--- config.mk ---
export PLATFORM = sky130hd
export DESIGN_NAME = apb_slave_mem
export DESIGN_NICKNAME = d
export VERILOG_FILES = /design/src/rtl/apb_slave_mem.sv
export SDC_FILE = /design/constraint.sdc
export NUM_CORES = 1
export LEC_CHECK = 0
export ABC_AREA = 1
export BUFFER_PORTS_ARGS = -buffer_cell sky130_fd_sc_hd__buf_2
export CAP_MARGIN = 25
export CORE_MARGIN = 2
export CORE_UTILIZATION = 30
export CTS_BUF_LIST = sky130_fd_sc_hd__clkbuf_8
export DETAILED_ROUTE_END_ITERATION = 8
export PLACE_DENSITY_LB_ADDON = 0.08
export SYNTH_ARGS = -nofsm -noshare
export SYNTH_HDL_FRONTEND = slang
export SYNTH_SLANG_ARGS = --single-unit
--- constraint.sdc ---
create_clock -name PCLK -period 3.6 [get_ports PCLK]
set_input_delay 0.36 -clock PCLK [delete_from_list [all_inputs] [get_ports PCLK]]
set_output_delay 0.36 -clock PCLK [all_outputs]
set_load 0.01 [all_outputs]
--- src/rtl/apb_slave_mem.sv ---
// APB slave backed by a small register memory with a read-only window and WAIT_CYCLES wait states.
// PREADY asserts WAIT_CYCLES+1 enable cycles after setup; PSEL dropped mid-access aborts the transfer.
module apb_slave_mem #(
   parameter int ADDR_WIDTH  = 7,
   parameter int DATA_WIDTH  = 8,
   parameter int MEM_DEPTH   = 48,
   parameter int RO_BASE     = 40,
   parameter int WAIT_CYCLES = 0
) (
   input  logic                  PCLK,
   input  logic                  PRESET,
   input  logic                  PSEL,
   input  logic                  PENABLE,
   input  logic                  PWRITE,
   input  logic [ADDR_WIDTH-1:0] PADDR,
   input  logic [DATA_WIDTH-1:0] PWDATA,
   output logic                  PREADY,
   output logic [DATA_WIDTH-1:0] PRDATA,
   output logic                  PSLVERR,
   output logic [1:0]            slave_state
);

   localparam logic [1:0] ST_IDLE   = 2'b00;
   localparam logic [1:0] ST_ACCESS = 2'b01;
   localparam logic [1:0] ST_DONE   = 2'b10;

   localparam int         IDX_W   = 6;
   localparam logic [6:0] DEPTH7  = 7'(MEM_DEPTH);
   localparam logic [6:0] RO7     = 7'(RO_BASE);
   localparam logic [3:0] WAIT4   = 4'(WAIT_CYCLES);

   logic [1:0]            state;
   logic [3:0]            cnt;
   logic [IDX_W-1:0]      lat_addr;
   logic                  lat_write;
   logic [DATA_WIDTH-1:0] lat_wdata;
   logic [DATA_WIDTH-1:0] mem [MEM_DEPTH];

   logic [IDX_W-1:0]      live_addr;
   logic [DATA_WIDTH-1:0] live_word;
   logic [DATA_WIDTH-1:0] live_rdata;
   logic                  live_err;
   logic [DATA_WIDTH-1:0] lat_word;
   logic [DATA_WIDTH-1:0] lat_rdata;
   logic                  lat_err;
   logic                  setup_seen;

   // PADDR[6] is the master's select decode and carries no meaning here
   logic unused_paddr;
   assign unused_paddr = ^PADDR[ADDR_WIDTH-1:IDX_W];

   function automatic logic is_unmapped(input logic [IDX_W-1:0] a);
      return ({1'b0, a} >= DEPTH7);
   endfunction

   function automatic logic is_error(input logic [IDX_W-1:0] a, input logic wr);
      return is_unmapped(a) || (wr && ({1'b0, a} >= RO7));
   endfunction

   assign live_addr   = PADDR[IDX_W-1:0];
   assign setup_seen  = PSEL && !PENABLE;
   assign slave_state = state;

   // Response for both the live setup address (zero-wait case) and the latched one
   always_comb begin
      live_word = '0;
      lat_word  = '0;
      if (!is_unmapped(live_addr)) begin
         live_word = mem[live_addr];
      end
      if (!is_unmapped(lat_addr)) begin
         lat_word = mem[lat_addr];
      end
      live_err   = is_error(live_addr, PWRITE);
      lat_err    = is_error(lat_addr, lat_write);
      live_rdata = (PWRITE || is_unmapped(live_addr)) ? '0 : live_word;
      lat_rdata  = (lat_write || is_unmapped(lat_addr)) ? '0 : lat_word;
   end

   always_ff @(posedge PCLK) begin
      if (PRESET) begin
         state     <= ST_IDLE;
         cnt       <= '0;
         lat_addr  <= '0;
         lat_write <= 1'b0;
         lat_wdata <= '0;
         PREADY    <= 1'b0;
         PRDATA    <= '0;
         PSLVERR   <= 1'b0;
         for (int i = 0; i < MEM_DEPTH; i++) begin
            mem[i] <= '0;
         end
      end else begin
         case (state)
            ST_IDLE, ST_DONE: begin
               PREADY  <= 1'b0;
               PRDATA  <= '0;
               PSLVERR <= 1'b0;
               if (setup_seen) begin
                  state     <= ST_ACCESS;
                  lat_addr  <= live_addr;
                  lat_write <= PWRITE;
                  lat_wdata <= PWDATA;
                  cnt       <= WAIT4;
                  if (WAIT4 == 4'd0) begin
                     PREADY  <= 1'b1;
                     PRDATA  <= live_rdata;
                     PSLVERR <= live_err;
                  end
               end else begin
                  state <= ST_IDLE;
               end
            end
            ST_ACCESS: begin
               if (!PSEL) begin
                  state   <= ST_IDLE;
                  PREADY  <= 1'b0;
                  PRDATA  <= '0;
                  PSLVERR <= 1'b0;
               end else if (PENABLE) begin
                  if (PREADY) begin
                     if (lat_write && !lat_err) begin
                        mem[lat_addr] <= lat_wdata;
                     end
                     state   <= ST_DONE;
                     PREADY  <= 1'b0;
                     PRDATA  <= '0;
                     PSLVERR <= 1'b0;
                  end else if (cnt > 4'd1) begin
                     cnt <= cnt - 4'd1;
                  end else if (cnt == 4'd1) begin
                     cnt     <= 4'd0;
                     PREADY  <= 1'b1;
                     PRDATA  <= lat_rdata;
                     PSLVERR <= lat_err;
                  end
               end
            end
            default: begin
               state   <= ST_IDLE;
               PREADY  <= 1'b0;
               PRDATA  <= '0;
               PSLVERR <= 1'b0;
            end
         endcase
      end
   end

endmodule

# Word-level counts from Yosys, hierarchy flattened
# Memories as Yosys holds them, arrays and structs flattened. A register that Yosys moved wholly into a read port is not among the register bits.
# Index checks and enable logic that the tools add are counted.
# W data, S select, Z words.
dict set report totals {
  ff_bits 31
  mem_count 1
  ram_bits 384
  word_cells 96
}
# memory depth word_bits read_ports rd_ports_with_merged_regs write_ports line
set mem_list {}
lappend mem_list {mem 48 8 2 1 48 37} ;# logic [DATA_WIDTH-1:0] mem [MEM_DEPTH];
dict set report classes {
  n_mux 51
  n_lt_le_gt_ge 5
  eq_ne 12
  addsub 1
  n_reduce_logical 18
}
# cell count
set op_table {}
lappend op_table {{$mux W8} 11}
lappend op_table {{$ge A6 B6 Y1 const B} 4}
lappend op_table {{$mux W4} 6}
lappend op_table {{$mux W1} 23}
lappend op_table {{$mux W6} 3}
lappend op_table {{$pmux W8 S2} 1}
lappend op_table {{$ne A3 B3 Y1 const B} 3}
lappend op_table {{$ne A2 B2 Y1 const B} 4}
lappend op_table {{$ne A4 B4 Y1 const B} 2}
lappend op_table {{$pmux W4 S2} 1}
lappend op_table {{$reduce_or A8 Y1} 1}
lappend op_table {{$mux W2} 3}
lappend op_table {{$reduce_and A6 Y1} 1}
lappend op_table {{$eq A4 B1 Y1 const B} 1}
lappend op_table {{$gt A4 B1 Y1 const B} 1}
lappend op_table {{$logic_and A1 B1 Y1} 4}
lappend op_table {{$logic_or A1 B1 Y1} 4}
lappend op_table {{$pmux W1 S2} 2}
lappend op_table {{$pmux W2 S2} 1}
lappend op_table {{$reduce_and A2 Y1} 2}
lappend op_table {{$sub A4 B1 Y4 const B} 1}
lappend op_table {{$reduce_and A3 Y1} 1}
lappend op_table {{$eq A2 B1 Y1 const B} 1}
lappend op_table {{$eq A2 B2 Y1 const B} 1}
lappend op_table {{other kinds (4)} 5}

# Depth between registers and ports, before layout
dict set report logic_depth {
  ltp_word 14
  depth_mapped 16
}

# Worst setup path before layout
# No wires, ideal clock.
dict set report synth_path {
  path_type {register to register}
  start {register state[0], in the netlist slave_state[0]}
  end {memory mem[12][0] (enable)}
  arrival_ns 1.880
  t_required_ns 3.271
  path_slack_ns 1.391
  setup_ns 0.329
  path_stages_with_launch 13
  path_cell_list {dfxtp_1 -> inv_2 -> nor2_4 -> inv_2 -> nor2_2 -> inv_1 -> nor3_4 -> nand3_1 -> inv_2 -> nand2_2 -> nor3_4 -> nand2_4 -> nand2_1}
}
# element line
set synth_rtl {}
lappend synth_rtl {{start: declaration} 32} ;# logic [1:0] state;
lappend synth_rtl {{start signal: assignment} 82} ;# state <= ST_IDLE;
lappend synth_rtl {{start signal: assignment} 100} ;# state <= ST_ACCESS;
lappend synth_rtl {{start signal: assignment} 111} ;# state <= ST_IDLE;
lappend synth_rtl {{end: declaration} 37}

==> flow_metrics.tcl <==
set metrics [dict create \
    status "complete, no violations" \
    fmax_ghz 0.343 \
    drtAntennaViolNets 0 \
    multi_input_area_um2 10900 \
    die-area_um2 95200 \
    ys_async_sr_fraction 0 \
    yosysWarnings 0 \
    grt_use_total 0.213 \
    arrival_ns 3.56 \
    hp-start "PADDR[4]" \
    ys_seq_elements 549 \
    root_buffer "clkbuf_8" \
    timing.critical_path.mode_cell "nand2_1" \
    pre_cts_slack_ns 0.722 \
    firstDrtPassIters 6 \
    synth_cells 3269 \
    io_pins 32 \
    grt_pass1_wl_um 150000 \
    rsz0062_at_grt "no" \
    worst_slack_ns 0.686 \
    htree_levels 3 \
    grt_max_degree 117 \
    num_rows 111 \
    crit_fanout 92 \
    tritoncts "yes" \
    path_cells "inv_6 -> buf_12 -> nand2_1 -> nand3_1 -> nand3_1 -> nand2_1 -> nand2_1 -> nand3_1 -> nand3_1 -> nand2_1 -> nand2_1 -> nand2_1 -> nand2_1 -> a21oi_1" \
    fillers 9514 \
    worst_pin_slew_ns 0.921 \
    critPathCaptureType "register" \
    drive_above_1_share 0.0941 \
    clkLatencyLatePin_ns 0.74 \
    start_util 0.303 \
    drt_iter0_markers 2333 \
    dp_hpwl_um 61600 \
    overflow 0 \
    totalWireLength_um 102000 \
    finalHoldViolCount 0 \
    syn-cell-area_um2 27800 \
    vias_per_cell 4.94 \
    p_leak_uw 0.0129 \
    cts.path.max_buffers 3 \
    cellPowerDensity_nw_per_um2 463 \
    synth_cell_types 29 \
    vdd_ir_drop_max_mv 0.278 \
    die_y_um 309 \
    die-width_um 309 \
    period_needed_ns 2.91 \
    maxSlewViolCount 0 \
    crit_path_start_kind "register" \
    cts_buffers 101 \
    worstPathRequired_ns 4.25 \
    timing.setup.tns_ns 0 \
    synth_area_per_cell_um2 8.51 \
    final_nets 3510 \
    syn_to_final_growth_pct 16.1 \
    vias 23800 \
    synth_edf_count 512 \
    grt_pass1_vias 23200 \
    cp_slowest_cell "dfxtp_4" \
    clock_sinks 549 \
    ys_seq_area_frac 0.579 \
    min_period_over_period 0.809 \
    regArea_um2 16100 \
    place_congestion 0.868 \
    slew_headroom 0.385 \
    clk_pin_slew_worst_paths_ns 0.06 \
    drc 0 \
    path_class "reg -> reg" \
    synth_flop_cell "edfxtp_1" \
    wl_per_cell_um 21.1 \
    postCtsSetupBuffers 0 \
    core_um2 91800 \
    critPathMaxStageDelay_ns 0.46 \
    io_buffers 30 \
    antenna_found_initial 3 \
    maxCapViolations 0 \
    hold_class "in -> reg" \
    setup_viol_count_final 0 \
    fin_worst_skew_ns 0.0430 \
]
==> cells in the final DEF, fill, tap and decap left out, types with 6 or more instances in the layout <==
master         Yosys  layout
nand2_1          945     945
nand3_1          554     554
nor2_1           525     525
edfxtp_1         512     512
conb_1             1     192
o21ai_0          167     167
inv_1            116     147
buf_4              0     114
clkbuf_8           0     103
a21oi_1           64      64
o211ai_1          47      47
dfxtp_1           37      33
buf_2             89      27
clkinv_1           4      24
inv_2              7      14
clkinv_2           0      14
buf_12             0      14
nand2_4           10      10
nor2_2             9       9
dlygate4sd3_1      0       9
or2_2              6       6
==> area by class of cell <==
class / instances / area share
Clock inverter: 82 / 0.0120
Antenna cell: 3 / 0.000232
Sequential cell: 549 / 0.499
Multi-Input combinational cell: 2544 / 0.339
Tap cell: 1243 / 0.0481
Clock buffer: 103 / 0.0439
Inverter: 127 / 0.0152
Timing Repair Buffer: 165 / 0.0425
==> flip-flops by register name, summed over array words and instances (netlist names), named ones only <==
name         count
PRDATA           8
PREADY           1
PSLVERR          1
cnt              4
lat_addr         6
lat_wdata        8
lat_write        1
mem            512
slave_state      2
==> per-layer routing <==
metal,vias to the layer above,GRT usage,wire (µm)
li1,11200,-,-
met4,2,0.0758,2870
met1,11500,0.297,46000
met5,-,0,13
met3,169,0.0304,6340
met2,869,0.336,46400
==> worst paths after layout <==
kind,to,slack (ns),cells past startpoint
worst max-delay path,PRDATA[1],0.69,14
worst max register to register,PRDATA[1],0.69,14
worst min-delay path,lat_addr[4],0.08,3
worst min register to register,PRDATA[6],0.47,2
==> report_power, final <==
part | internal, µW | total, µW | switching (µW)
registers | 7300 | 7470 | 166
clock network | 2730 | 5530 | 2800
logic | 500 | 1950 | 1450
==> cell usage after synthesis, types with 3 or more instances <==
cell type,count,area share
nand2_1,945,0.13
dfxtp_1,37,0.027
clkbuf_1,126,0.017
buf_2,89,0.016
or2_2,6,0.0013
nand3_1,554,0.10
edfxtp_1,512,0.55
o21ai_0,167,0.030
o211ai_1,47,0.013
clkinv_1,4,0.00054
nand2_4,10,0.0040
o21ai_1,3,0.00054
nor2_2,9,0.0020
buf_1,25,0.0034
inv_2,7,0.00094
nor3_4,3,0.0018
nor2_1,525,0.071
o22ai_1,5,0.0011
a21oi_1,64,0.012
inv_1,116,0.016
nor3_2,4,0.0014
==> logic make-up (layout without fill, tap and decap cells) <==
| kind of cell | after synthesis | after routing | synth area share |
|---|---|---|---|
| other | 1 | 195 | 0.000135 |
| AO/OA/AOI/OAI | 288 | 288 | 0.0564 |
| flip-flops | 549 | 549 | 0.579 |
| AND/OR/NAND/NOR | 2060 | 2060 | 0.309 |
| buffers and inverters | 367 | 477 | 0.0535 |
| XOR/XNOR | 2 | 2 | 0.000629 |
| adder cells (fa/ha/maj) | 2 | 2 | 0.000899 |
==> worst max-delay path, delay by kind of cell, from the launching register on <==
family          cells  cell delay (ns)
buf+inv             2             0.77
compound gates      1             0.14
simple gates       11             1.23
flops               1             0.46
==> through the flow <==
| stage | util | std cells | total power (µW) | area (µm²) | hold slack, ns |
|---|---|---|---|---|---|
| 2_1_floorplan | - | 3460 | 8710 | 28600 | 0.432 |
| 4_1_cts | 0.352 | 4813 | 15100 | 32300 | 0.0185 |
| 3_5_place_dp | 0.331 | 4619 | 9530 | 30400 | 0.461 |
| 6_report | 0.352 | 4816 | 14900 | 32300 | 0.0807 |
| 3_3_place_gp | 0.331 | 4619 | 9520 | 30400 | 0.461 |
| 5_1_grt | 0.352 | 4815 | 15600 | 32300 | 0.0758 |
==> what timing repair did <==
item,in CTS,in global routing
hold buffers,9,0
endpoints found under the hold margin,8,0
resized for setup,0,0
No activity file was read; power rests on OpenSTA's default activity.
